[config.mk]
export PLATFORM = sky130hd
export DESIGN_NAME = rf_read_stage
export DESIGN_NICKNAME = d
export VERILOG_FILES = /design/src/rtl/rf_read_stage.sv
export SDC_FILE = /design/constraint.sdc
export NUM_CORES = 2
export LEC_CHECK = 0
export CORE_UTILIZATION = 25
export CTS_BUF_LIST = sky130_fd_sc_hd__clkbuf_2 sky130_fd_sc_hd__clkbuf_4 sky130_fd_sc_hd__clkbuf_8
export CTS_CLUSTER_DIAMETER = 150
export CTS_CLUSTER_SIZE = 8
export DETAILED_ROUTE_END_ITERATION = 8
export GPL_ROUTABILITY_DRIVEN = 0
export HOLD_SLACK_MARGIN = 0.1
export PLACE_DENSITY = 0.51
export SLEW_MARGIN = 25
export SYNTH_ARGS = -nofsm -noshare
export SYNTH_HDL_FRONTEND = slang
export SYNTH_SLANG_ARGS = --single-unit
[constraint.sdc]
create_clock -name clk -period 3.85 [get_ports clk]
set_clock_uncertainty 0.1 [all_clocks]
set_input_delay 0.9625 -clock clk [delete_from_list [all_inputs] [get_ports clk]]
set_output_delay 0.9625 -clock clk [all_outputs]
set_load 0.005 [all_outputs]
[src/rtl/rf_read_stage.sv]
// Two-read/one-write register file with write-through bypass, ID/EX operand
// pipeline register and load-use hazard detection with a saturating stall counter.
module rf_read_stage #(
    parameter int XLEN = 32,
    parameter int NREG = 32,
    localparam int AW  = $clog2(NREG)
) (
    input  logic            clk,
    input  logic            rstn,
    input  logic            RFWr,
    input  logic [AW-1:0]   A3,
    input  logic [XLEN-1:0] WD,
    input  logic [AW-1:0]   A1,
    input  logic [AW-1:0]   A2,
    input  logic            use_rs1,
    input  logic            use_rs2,
    input  logic            ex_memread,
    input  logic [AW-1:0]   ex_rd,
    input  logic            flush,
    output logic [XLEN-1:0] RD1,
    output logic [XLEN-1:0] RD2,
    output logic [XLEN-1:0] RD1_q,
    output logic [XLEN-1:0] RD2_q,
    output logic [AW-1:0]   rs1_q,
    output logic [AW-1:0]   rs2_q,
    output logic            stall,
    output logic [31:0]     stall_cnt
);

    logic [XLEN-1:0] rf_r [NREG];
    logic [XLEN-1:0] rd1_s;
    logic [XLEN-1:0] rd2_s;
    logic            stall_s;
    logic            bubble_s;
    logic            wr_en_s;
    logic [XLEN-1:0] rd1_q_r;
    logic [XLEN-1:0] rd2_q_r;
    logic [AW-1:0]   rs1_q_r;
    logic [AW-1:0]   rs2_q_r;
    logic [31:0]     stall_cnt_r;

    // x0 is never written, so its array entry stays at its reset value of zero
    assign wr_en_s = RFWr && (A3 != {AW{1'b0}});

    // Register array: cleared by reset, written from writeback
    always_ff @(posedge clk or negedge rstn) begin
        if (!rstn) begin
            for (int i = 0; i < NREG; i++) begin
                rf_r[i] <= {XLEN{1'b0}};
            end
        end else if (wr_en_s) begin
            rf_r[A3] <= WD;
        end
    end

    // Read port 1: x0 forced to zero, then same-cycle write-through, then array
    always_comb begin
        rd1_s = {XLEN{1'b0}};
        if (A1 == {AW{1'b0}}) begin
            rd1_s = {XLEN{1'b0}};
        end else if (RFWr && (A3 == A1)) begin
            rd1_s = WD;
        end else begin
            rd1_s = rf_r[A1];
        end
    end

    // Read port 2: same priority as port 1
    always_comb begin
        rd2_s = {XLEN{1'b0}};
        if (A2 == {AW{1'b0}}) begin
            rd2_s = {XLEN{1'b0}};
        end else if (RFWr && (A3 == A2)) begin
            rd2_s = WD;
        end else begin
            rd2_s = rf_r[A2];
        end
    end

    // Load in EX whose destination is a source actually used by ID
    assign stall_s  = ex_memread && (ex_rd != {AW{1'b0}}) &&
                      ((use_rs1 && (ex_rd == A1)) || (use_rs2 && (ex_rd == A2)));
    assign bubble_s = flush || stall_s;

    // ID/EX operand register: bubble (all zero) on flush or stall
    always_ff @(posedge clk or negedge rstn) begin
        if (!rstn) begin
            rd1_q_r <= {XLEN{1'b0}};
            rd2_q_r <= {XLEN{1'b0}};
            rs1_q_r <= {AW{1'b0}};
            rs2_q_r <= {AW{1'b0}};
        end else if (bubble_s) begin
            rd1_q_r <= {XLEN{1'b0}};
            rd2_q_r <= {XLEN{1'b0}};
            rs1_q_r <= {AW{1'b0}};
            rs2_q_r <= {AW{1'b0}};
        end else begin
            rd1_q_r <= rd1_s;
            rd2_q_r <= rd2_s;
            rs1_q_r <= A1;
            rs2_q_r <= A2;
        end
    end

    // Saturating stall-cycle counter; flush alone does not count
    always_ff @(posedge clk or negedge rstn) begin
        if (!rstn) begin
            stall_cnt_r <= 32'd0;
        end else if (stall_s && (stall_cnt_r != 32'hFFFF_FFFF)) begin
            stall_cnt_r <= stall_cnt_r + 32'd1;
        end
    end

    assign RD1       = rd1_s;
    assign RD2       = rd2_s;
    assign stall     = stall_s;
    assign RD1_q     = rd1_q_r;
    assign RD2_q     = rd2_q_r;
    assign rs1_q     = rs1_q_r;
    assign rs2_q     = rs2_q_r;
    assign stall_cnt = stall_cnt_r;

endmodule

==> results.toml <==
[clock_network]
cts_sinks = 1130
cts_root_buf = "clkbuf_8"
cts_max_level = 4
path_clk_slew_ns = 0.07
cts_tree = "done"
clk_latency_ns = 0.97
cts_buffers = 160
clockBufferDepth = 3

[placement]
port_buffers = 229
dp.final_hpwl_um = 157000

[logic_synthesis]
ys_seq_area_share_pct = 48.2
synthCells = 4195
postSynthAreaPerCell_um2 = 14.0
syn-num-nets = 4255
ys_ff_latch = 1130
synth-simple-area-share_pct = 3.97
synthFlopType = "dfrtp_1"
synth-compound-area-share_pct = 5.43
syn-cell-area_um2 = 58700
ys_warn_count = 0
synth-edff-count = 0
muxShareOfSynthArea_pct = 38.0
synth_xor_xnor_area_share_pct = 0.746
synthAdderAreaFrac_pct = 0.0213
ys_types = 64
ys_async_sr_fraction_pct = 100
synth_top_family_by_area = "multiplexers"

[die]
core_um2 = 233000
fp.dieH_um = 487
fp.dieArea_um2 = 237000
floorplan.rows = 177
ios = 230
die_x_um = 487
start_util_pct = 25.2

[route]
remaining_drc_errors = 0
firstDrtPassIters = 5
drtAntennaViolNets = 0
drt_iter0_drc = 3331
viasPerCell = 5.26
totalWireLength_um = 240000
wl_per_cell_um = 29.7
via_count = 42500

[global_routing]
gr-total-overflow = 0
antenna_found_initial = 10
grt_pass1_wl_um = 341000
grt_max_degree = 134
grt_pass1_vias = 43700
grtUsageTotal_pct = 20.1

[worst_setup_path]
crit_fanout = 3
r2r_start = "stall_cnt[8]"
r2r_end = "stall_cnt[1]"
reg2regPathDepth = 6
cp-endpoint = "RD2[24]"
critPathCaptureType = "output port"
critPathLaunch = "A3[4]"
worstPathRequired_ns = 2.79
cp-start-kind = "primary input"
arrival_ns = 3.18
crit_type = "in2out"
r2r_slack_ns = 1.30

[timing]
setup_viol = 64
slew_headroom_pct = 39.0
min_period_over_period_pct = 110
slew_violations = 0
tightest_slew_ns = 0.915
rsz0062_at_grt = "true"
fin_crit_ns = 4.24
setup_slack_ns = -0.391
whs_ns = 0.228
clock.fmax_mhz = 236
hold_violations = 0

[power]
leakagePower_uw = 0.0329
power.total_uw = 33100
peakVddDrop_mv = 0.275
power-per-cell-area_nw_per_um2 = 431

[layout]
nets = 4984
final_cell_mix = "dfrtp_1 (1130), mux2_2 (932), mux4_2 (437)"
num-fill-cells = 22900
syn_to_final_growth_pct = 31.1
drive_above_1_share_pct = 55.4
final_common_cell = "dfrtp_1"

[min_path]
hp-class = "in2reg"

[outcome]
violations = "negative setup slack"
outcome = "finished with violations"

[run]
maxCapViolations = 0
[power breakdown]
group	leakage [µW]	internal, µW	total (µW)	switching [µW]
combinational	0.0170	4990	8710	3720
sequential	0.0145	14000	15600	1600
clock	0.00128	3910	8830	4920
total	0.0329	22900	33100	10200
[critical path, cell delays in order]
cell     delay, ns
buf_4         0.15
buf_6         0.12
xor2_2        0.16
nor4_2        0.32
buf_4         0.17
buf_4         0.11
nand3_4       0.10
buf_12        0.18
buf_6         0.13
buf_8         0.13
buf_6         0.12
mux2i_4       0.28
nor2_1        0.10
buf_2         0.14
[layout make-up]
class | instances | area, µm² | area share (%)
Timing Repair Buffer | 1021 | 11700 | 15.2
Clock buffer | 162 | 2230 | 2.90
Inverter | 22 | 96.3 | 0.125
Antenna cell | 6 | 15.0 | 0.0195
Tap cell | 3132 | 3920 | 5.09
Multi-Input combinational cell | 2589 | 30400 | 39.6
Sequential cell | 1130 | 28300 | 36.8
Clock inverter | 17 | 254 | 0.330
[cell usage after synthesis (30+ instances only)]
cell type | count | share of area [%]
clkbuf_1 | 280 | 1.8
buf_2 | 120 | 1.0
dfrtp_1 | 1130 | 48
mux2i_1 | 186 | 3.2
nor3_1 | 30 | 0.26
o22ai_1 | 132 | 1.4
nand2_1 | 174 | 1.1
a22oi_1 | 43 | 0.55
o21ai_0 | 165 | 1.4
mux2_2 | 938 | 18
nor2_1 | 108 | 0.69
buf_4 | 32 | 0.41
nand3_1 | 38 | 0.32
and2_1 | 32 | 0.34
mux4_2 | 437 | 17
[repair_timing]
item,CTS,global route
endpoints found under the hold margin,7,0
resized for setup,768,196
hold buffers,1,0
endpoints found under the setup margin,65,65
buffers inserted,178,78
gates cloned,16,2
pin swaps,146,125
[through the flow]
step                util (%)  area (µm²)  setup slack [ns]  setup TNS, ns  instances
detailed placement      29.7       69200             -1.31        -104.41       7654
global placement        29.7       69200             -1.33        -106.90       7654
finish                  33.0       76900            -0.391         -16.09       8079
global route            33.0       76900            -0.436         -18.23       8075
floorplan                  -       58700            0.0710              0       4195
CTS                     32.5       75700            -0.541         -20.26       8021
[per-layer routing]
layer	wire length, µm	global-route usage, %
met3	14200	3.31
met2	117000	33.5
met1	94700	25.0
met4	14300	10.2
met5	0	0
[how the worst min path moves through the flow]
stage | slack, ns | startpoint | to | cells past startpoint
after floorplan | 0.34 | rf_r[1002] | rf_r[1002] | 1
after global placement | 0.28 | rf_r[1002] | rf_r[1002] | 0
after detailed placement | 0.28 | rf_r[1003] | rf_r[1003] | 0
after CTS | 0.18 | A1[4] | rs1_q[4] | 3
after global routing | 0.20 | A1[4] | rs1_q[4] | 2
final | 0.23 | A1[4] | rs1_q[4] | 2
[logic make-up (layout without fill, tap and decap cells)]
family,count (synthesis),count (layout)
xor gates and xnor gates,50,50
adders and majority gates,1,1
muxes,1562,1562
buffers and inverters,476,1222
and+or+nand+nor,482,482
DFF,1130,1130
other,0,6
AOI/OAI and AO/OA,494,494
[registers in the layout (all words and copies together), names as in the netlist]
name       cells
stall_cnt     32
rs1_q          5
RD1_q         32
rs2_q          5
rf_r        1024
RD2_q         32
No activity file was read; power rests on OpenSTA's default activity.
